--- config.mk ---
export PLATFORM = sky130hd
export DESIGN_NAME = lsu_mem_ctrl
export DESIGN_NICKNAME = d
export VERILOG_FILES = /design/src/rtl/lsu_pkg.sv /design/src/rtl/lsu_align.sv /design/src/rtl/lsu_mem_ctrl.sv
export SDC_FILE = /design/constraint.sdc
export NUM_CORES = 1
export LEC_CHECK = 0
export BUFFER_PORTS_ARGS = -buffer_cell sky130_fd_sc_hd__buf_2
export CORE_ASPECT_RATIO = 0.5
export CORE_MARGIN = 2
export CORE_UTILIZATION = 34
export CTS_CLUSTER_DIAMETER = 150
export CTS_CLUSTER_SIZE = 12
export DETAILED_ROUTE_END_ITERATION = 10
export PLACE_DENSITY_LB_ADDON = 0.2
export SLEW_MARGIN = 40
export SYNTH_ARGS = -nofsm -noshare
export SYNTH_HDL_FRONTEND = slang
export SYNTH_SLANG_ARGS = --single-unit
--- constraint.sdc ---
create_clock -name clock -period 2 [get_ports clock]
set_input_delay 0.1 -clock clock [delete_from_list [all_inputs] [get_ports clock]]
set_output_delay 0.1 -clock clock [all_outputs]
set_load 0.05 [all_outputs]
--- src/rtl/lsu_pkg.sv ---
// Shared op encodings, access sizes, FSM state codes and decode helpers for the LSU front end.
package lsu_pkg;

  localparam int LSU_W = 32;

  localparam logic [3:0] OP_LB  = 4'b0000;
  localparam logic [3:0] OP_LH  = 4'b0001;
  localparam logic [3:0] OP_LW  = 4'b0010;
  localparam logic [3:0] OP_LBU = 4'b0100;
  localparam logic [3:0] OP_LHU = 4'b0101;
  localparam logic [3:0] OP_SB  = 4'b1000;
  localparam logic [3:0] OP_SH  = 4'b1001;
  localparam logic [3:0] OP_SW  = 4'b1010;

  localparam logic [1:0] SZ_B = 2'd0;
  localparam logic [1:0] SZ_H = 2'd1;
  localparam logic [1:0] SZ_W = 2'd2;

  localparam logic [1:0] ST_IDLE   = 2'd0;
  localparam logic [1:0] ST_ACCESS = 2'd1;
  localparam logic [1:0] ST_RESP   = 2'd2;

  // funct3 values x11 and 11x have no defined width
  function automatic logic op_undef(input logic [2:0] funct3);
    return (funct3[1:0] == 2'b11) || (funct3[2:1] == 2'b11);
  endfunction

  function automatic logic [1:0] op_size(input logic [2:0] funct3);
    return op_undef(funct3) ? SZ_W : funct3[1:0];
  endfunction

  function automatic logic misaligned(input logic [1:0] size, input logic [1:0] off);
    return ((size == SZ_H) && off[0]) || ((size == SZ_W) && (off != 2'b00));
  endfunction

endpackage

--- src/rtl/lsu_align.sv ---
// Combinational lane logic: byte strobes, store-data lane shift and load extract/extend.
module lsu_align
  import lsu_pkg::*;
(
  input  logic [2:0]       funct3,
  input  logic [1:0]       off,
  input  logic [LSU_W-1:0] wdata,
  input  logic [LSU_W-1:0] rdata,
  output logic [3:0]       wstrb,
  output logic [LSU_W-1:0] wdata_lane,
  output logic [LSU_W-1:0] rdata_ext
);

  logic [1:0]       size;
  logic             sext;
  logic [LSU_W-1:0] shifted;

  always_comb begin
    size       = op_size(funct3);
    sext       = !funct3[2];
    shifted    = rdata >> {off, 3'b000};
    wdata_lane = wdata << {off, 3'b000};
    case (size)
      SZ_B: begin
        wstrb     = 4'b0001 << off;
        rdata_ext = {{24{sext & shifted[7]}}, shifted[7:0]};
      end
      SZ_H: begin
        wstrb     = 4'b0011 << off;
        rdata_ext = {{16{sext & shifted[15]}}, shifted[15:0]};
      end
      default: begin
        wstrb     = 4'b1111;
        rdata_ext = shifted;
      end
    endcase
  end

endmodule

--- src/rtl/lsu_mem_ctrl.sv ---
// LSU front end: one request at a time, one-cycle memory strobe, registered response.
// Accept->access->response takes 2 cycles; held responses stall new requests via req_ready.
module lsu_mem_ctrl
  import lsu_pkg::*;
#(
  parameter int ADDR_W      = 32,
  parameter int DATA_W      = 32,
  parameter bit CHECK_ALIGN = 1'b1
) (
  input  logic              clock,
  input  logic              reset,
  input  logic              req_valid,
  output logic              req_ready,
  input  logic [3:0]        req_op,
  input  logic [ADDR_W-1:0] req_addr,
  input  logic [DATA_W-1:0] req_wdata,
  output logic              resp_valid,
  input  logic              resp_ready,
  output logic [DATA_W-1:0] resp_rdata,
  output logic              resp_err,
  output logic              mem_en,
  output logic              mem_wr,
  output logic [ADDR_W-1:0] mem_addr,
  output logic [DATA_W-1:0] mem_wdata,
  output logic [3:0]        mem_wstrb,
  input  logic [DATA_W-1:0] mem_rdata
);

  logic [1:0]        state;
  logic [3:0]        op_q;
  logic [ADDR_W-1:0] addr_q;
  logic [DATA_W-1:0] wdata_q;
  logic [ADDR_W-1:0] mem_addr_q;
  logic [DATA_W-1:0] mem_wdata_q;

  logic              accept;
  logic              req_bad;
  logic [3:0]        lane_strb;
  logic [DATA_W-1:0] lane_wdata;
  logic [DATA_W-1:0] load_data;

  lsu_align u_align (
    .funct3     (op_q[2:0]),
    .off        (addr_q[1:0]),
    .wdata      (wdata_q),
    .rdata      (mem_rdata),
    .wstrb      (lane_strb),
    .wdata_lane (lane_wdata),
    .rdata_ext  (load_data)
  );

  always_comb begin
    req_ready  = reset && ((state == ST_IDLE) || ((state == ST_RESP) && resp_ready));
    resp_valid = reset && (state == ST_RESP);
    accept     = req_valid && req_ready;
    req_bad    = op_undef(req_op[2:0]) ||
                 (CHECK_ALIGN && misaligned(op_size(req_op[2:0]), req_addr[1:0]));
  end

  // Gating on reset keeps the DPI memory from seeing an access during a reset cycle
  always_comb begin
    mem_en    = reset && (state == ST_ACCESS);
    mem_wr    = mem_en ? !op_q[3] : 1'b1;
    mem_wstrb = mem_en ? lane_strb : 4'b0000;
    mem_addr  = mem_en ? {addr_q[ADDR_W-1:2], 2'b00} : mem_addr_q;
    mem_wdata = mem_en ? lane_wdata : mem_wdata_q;
  end

  always_ff @(posedge clock) begin
    if (!reset) begin
      state       <= ST_IDLE;
      op_q        <= '0;
      addr_q      <= '0;
      wdata_q     <= '0;
      mem_addr_q  <= '0;
      mem_wdata_q <= '0;
      resp_rdata  <= '0;
      resp_err    <= 1'b0;
    end else begin
      case (state)
        ST_ACCESS: begin
          state       <= ST_RESP;
          resp_rdata  <= op_q[3] ? '0 : load_data;
          resp_err    <= 1'b0;
          mem_addr_q  <= {addr_q[ADDR_W-1:2], 2'b00};
          mem_wdata_q <= lane_wdata;
        end
        ST_RESP: begin
          if (resp_ready && !req_valid) state <= ST_IDLE;
        end
        default: ;
      endcase
      // A bad request skips the access and answers with an error next cycle
      if (accept) begin
        op_q    <= req_op;
        addr_q  <= req_addr;
        wdata_q <= req_wdata;
        if (req_bad) begin
          state      <= ST_RESP;
          resp_err   <= 1'b1;
          resp_rdata <= '0;
        end else begin
          state <= ST_ACCESS;
        end
      end
    end
  end

endmodule

Yosys cells after proc, flatten, opt, wreduce, memory -nomap -nowiden. Cells that the tools add are included.

Register bits: 165. Input port bits: 104. Output and inout port bits: 105. Logic and storage cells: 64.

Equal/unequal tests: 10. Shift-type cells: 4. Mux-type cells: 19. Bitwise gates (word level): 2. Reduce and logical (&&, ||, !) cells: 21.

Operator list (number): $mux 32 (6); $pmux 32 s2 (1); $shl 32x5->32 (1); $shr 32x5->32 (1); $eq 2x2->1 const B (6); $mux 2 (5); $logic_and 1x1->1 (8); $pmux 4 s2 (1); $eq 2x1->1 const B (3); $logic_or 1x1->1 (5); $logic_not 2->1 (2); $mux 1 (4); $mux 4 (1); $pmux 2 s2 (1); $shl 1x2->4 const A (1); $shl 2x2->4 const A (1); $logic_not 1->1 (3); $ne 3x2->1 const B (1); $reduce_bool 3->1 (1); $and 1x1->1 (2); $reduce_and 2->1 (1); $reduce_bool 2->1 (1).

Logic depth before layout (Yosys ltp).
Depth in word-level cells: 9. Mapped depth: 8. Depth with buffers taken out: 4.

Hierarchy. A second synthesis with hierarchy kept.

Cell total of the unflattened synthesis: 874. Area, all modules: 8649.5 um^2.

By module, submodules not included: lsu_mem_ctrl (times used 1, cells an instance 664, area an instance 7205.7 um^2, seq. area each 3303.2 um^2); lsu_align (times used 1, cells an instance 210, area an instance 1443.9 um^2, seq. area each 0.0 um^2).

Worst setup path after synthesis. OpenSTA, ideal clock, no wires.

Path type: register to output. Start: register addr_q[1]. End: output mem_wdata[7]. Arrival: 2276 ps. Data required time: 1900 ps. Slack: -376 ps. Stages on the path, launching flop included: 6. Buffers on the path: 2. Cells stage by stage: dfxtp_1 -> buf_4 -> nor2_1 -> clkbuf_1 -> nand2_1 -> o21ai_0.

Longest elaborated chain between the ends: 2.

RTL lines: start: declaration (RTL line lsu_mem_ctrl.sv:31) `logic [ADDR_W-1:0] addr_q;`; start signal: assignment (RTL line lsu_mem_ctrl.sv:96) `addr_q <= req_addr;`; $shl 32x5->32 (RTL line lsu_align.sv:22) `wdata_lane = wdata << {off, 3'b000};`; $mux 32 (RTL line lsu_mem_ctrl.sv:66) `mem_wdata = mem_en ? lane_wdata : mem_wdata_q;`; end: declaration (RTL line lsu_mem_ctrl.sv:24) `output logic [DATA_W-1:0] mem_wdata,`.

Every way passes these cells.

Worst setup path in the final report.
Start: register state[0]. End: output mem_addr[9].

Longest elaborated chain between the ends: 3.

RTL lines: start: declaration (RTL line lsu_mem_ctrl.sv:29) `logic [1:0] state;`; start signal: assignment (RTL line lsu_mem_ctrl.sv:71) `state <= ST_IDLE;`; start signal: assignment (RTL line lsu_mem_ctrl.sv:82) `state <= ST_RESP;`; start signal: assignment (RTL line lsu_mem_ctrl.sv:89) `if (resp_ready && !req_valid) state <= ST_IDLE;`; $eq 2x1->1 (RTL line lsu_mem_ctrl.sv:62) `mem_en = reset && (state == ST_ACCESS);`; $logic_and 1x1->1 (RTL line lsu_mem_ctrl.sv:62); $mux 32 (RTL line lsu_mem_ctrl.sv:65) `mem_addr = mem_en ? {addr_q[ADDR_W-1:2], 2'b00} : mem_addr_q;`; end: declaration (RTL line lsu_mem_ctrl.sv:23) `output logic [ADDR_W-1:0] mem_addr,`.

Every way passes these cells.

==> flow_metrics.tcl <==
set metrics [dict create \
    end_kind "primary output" \
    drt.antenna.violating_nets 0 \
    timing.final.crit_period_ps 1990 \
    layout-area-overhead-vs-synth_pct 45.8 \
    dp.final_hpwl_um 16000 \
    die_area_um2 23400 \
    slew_violations 0 \
    clockRootBuffer "clkbuf_16" \
    global_route_wire_length_before_repair_um 37600 \
    totalNegativeSetupSlack_ps 0 \
    worst_max_slew_pin_slew_ps 810 \
    p_switching_w 0.00216 \
    detailroute.via_count 7555 \
    busiest_layer "met2" \
    power_density_nw_per_um2 730 \
    timing.final.crit_share_pct 99.7 \
    crit_required_ps 1900 \
    yosys_warnings 0 \
    port_buffers 206 \
    grt_max_degree 104 \
    power.leakage_nw 4.47 \
    fp-row-count 38 \
    synth.distinct_cells 41 \
    floorplan.io_pins 209 \
    grt_use_total_pct 20.7 \
    initial_utilization_pct 34.7 \
    drt-wirelength-per-cell_um 16.8 \
    grt_use_met2_pct 33.0 \
    tritoncts "yes" \
    cts_made_buffers 17 \
    die_height_um 109 \
    seq_power_share_pct 43.6 \
    power_report.internal_total_w 0.00584 \
    hold_class "input port to register" \
    antenna_cells_inserted 0 \
    max-clock-path-buffers 2 \
    gp_congestion 0.792 \
    fmax_ghz 0.501 \
    worst_slack_ps 5.40 \
    dp_worst_setup_slack_ps 197 \
    clock_latency_ps 440 \
    use_met1_pct 27.3 \
    drt_iter0_markers 511 \
    die_width_um 214 \
    status "finished, final reports clean" \
    mappedNetlistArea_um2 7530 \
    synth-edff-count 0 \
    globalRouteOverflowTotal 0 \
    viasPerCell 5.05 \
    drt_pass1_iterations 4 \
    multi_input_logic_area_um2 4010 \
    h_tree_level_count 4 \
    final-seq-area_um2 3320 \
    finalSetupViolCount 0 \
    max_cap_viol_count 0 \
    routed_wl_um 25200 \
    total_power_w 0.00800 \
    setup_repair_after_global_routing_missed_its_margin "yes" \
    grt_util_met3_pct 5.55 \
    max_slew_margin_pct 46.0 \
    post_route_cells_drive_above_1_share_pct 33.6 \
    irDropWorstVdd_mv 0.524 \
    nFillCells 2071 \
    syn_inst 914 \
    first_global_vias 7021 \
    design.final.nets 1288 \
    share_clk_of_total_power_pct 40.1 \
    ys_ff_latch 165 \
    finalHoldViolations 0 \
    ys_async_sr_fraction_pct 0 \
    comb_power_share_pct 16.3 \
    path_max_fanout 12 \
    mean_instance_size_in_the_synthesized_netlist_um2 8.23 \
    timing.reg2reg.setup_slack_ps 190 \
    clkSinkCount 165 \
    fin_skew_ps 7.98 \
    timing.setup.critical_path_class "register to primary output" \
    yosysSeqAreaShare_pct 43.9 \
    power.switching_fraction_pct 27.0 \
    antenna_violations_before_repair 0 \
    clk_pin_slew_ps 60 \
    core_area_um2 21700 \
    arrival_time_of_data_at_the_critical_path_endpoint_ps 1890 \
    synth_ff_type "dfxtp_1" \
    post-route-drc-count 0 \
    critPathLaunchType "register" \
]
==> repair_timing <==
item	4_1_cts	5_1_grt
endpoints found under the hold margin	72	0
pin swaps	0	4
endpoints found under the setup margin	61	52
gates resized for setup	50	28
setup buffers	0	17
gates cloned	1	5
hold buffers	72	0
==> cells by family (layout without fill, tap and decap cells) <==
kind of cell,after synthesis,in the layout,share of synthesized area (%)
buf+inv,86,366,5.44
simple gates,325,325,17.5
mux,79,79,12.7
xor+xnor,1,1,0.116
compound gates,257,257,20.3
flops,165,165,43.9
other cells,1,2,0.0498
==> cells in the mapped netlist (all sizes together), types with 2 or more instances <==
cell type | instances | area share [%]
clkbuf | 38 | 1.9
a21o | 18 | 1.8
o21ai | 33 | 2.2
mux4 | 8 | 2.4
a221o | 7 | 0.93
nand3 | 8 | 0.53
nor3b | 2 | 0.27
nand2 | 255 | 13
o211ai | 9 | 0.90
buf | 42 | 3.2
inv | 6 | 0.30
nor3 | 10 | 0.67
mux2 | 53 | 7.9
nor2 | 40 | 2.0
a22oi | 25 | 2.5
a211oi | 9 | 0.90
a32oi | 8 | 0.93
dfxtp | 165 | 44
a21oi | 143 | 9.5
nor2b | 3 | 0.35
mux2i | 18 | 2.4
==> worst max-delay path: stages (launching register included) <==
cell	delay [ps]
dfxtp_2	340
nor2b_4	170
nand2_4	110
clkinvlp_4	240
mux2_2	370
buf_2	210
==> path summary, 6_finish.rpt <==
kind                                     start             end  cells past startpoint
worst max-delay path                  state[0]     mem_addr[9]                      5
worst min-delay path             mem_rdata[24]  resp_rdata[24]                      3
worst max register to register       addr_q[1]  resp_rdata[29]                      7
worst min register to register  mem_addr_q[25]  mem_addr_q[25]                      2
==> layout by cell type (no fill, tap or decap), types with 3 or more instances in the layout <==
cell type | synthesis | layout
buf_12 | 0 | 24
nand3_1 | 8 | 8
clkinvlp_4 | 0 | 4
mux4_2 | 8 | 8
mux2i_2 | 0 | 3
dfxtp_1 | 165 | 161
nor2_1 | 40 | 39
a21oi_2 | 0 | 9
o21ai_0 | 33 | 11
a22oi_1 | 25 | 25
mux2_2 | 53 | 53
nor3_1 | 10 | 4
mux2i_1 | 18 | 14
clkbuf_16 | 0 | 22
o21ai_2 | 0 | 14
buf_6 | 4 | 6
a211oi_1 | 9 | 9
buf_2 | 24 | 175
a21o_1 | 18 | 18
o21ai_1 | 0 | 7
a221o_1 | 7 | 7
a32oi_1 | 8 | 8
dfxtp_4 | 0 | 3
nor3_2 | 0 | 6
a21oi_1 | 143 | 134
nand2_1 | 254 | 252
dlygate4sd3_1 | 0 | 72
inv_1 | 6 | 3
clkbuf_1 | 38 | 3
o211ai_1 | 9 | 9
buf_4 | 7 | 45
==> through the flow <==
stage	util, %	instances	hold slack, ps	instance area, um2
floorplan	-	915	236	7540
global placement	42.1	1370	343	9130
detailed placement	42.1	1370	347	9130
CTS	48.9	1473	0.903	10600
global route	50.6	1495	29.7	11000
finish	50.6	1495	12.5	11000
==> power by group through the flow <==
stage          Sequential, W  Combinational [W]  Clock, W
2_1_floorplan        0.00360           0.000635         0
3_3_place_gp         0.00355            0.00108         0
3_5_place_dp         0.00356            0.00109         0
4_1_cts              0.00349            0.00123   0.00328
5_1_grt              0.00350            0.00141   0.00343
6_report             0.00349            0.00130   0.00321
==> registers in the layout (all words and copies together), names as in the netlist <==
register and cells:
addr_q 32, mem_addr_q 30, mem_wdata_q 32, op_q 4, resp_err 1, resp_rdata 32, state 2, wdata_q 32
==> final cells by class <==
cell class	count	area share, %
inverters	6	0.297
repair buffers	330	24.3
clock inverters	8	0.935
well taps	300	3.42
clock buffers	22	4.23
multi-input cells	664	36.5
flip-flops and latches	165	30.2
==> layer usage <==
layer	vias up	routed length, um
li1	3701	-
met1	3636	11600
met2	186	11900
met3	32	1320
met4	0	419
met5	-	0
Power figures use the tool's default switching activity.
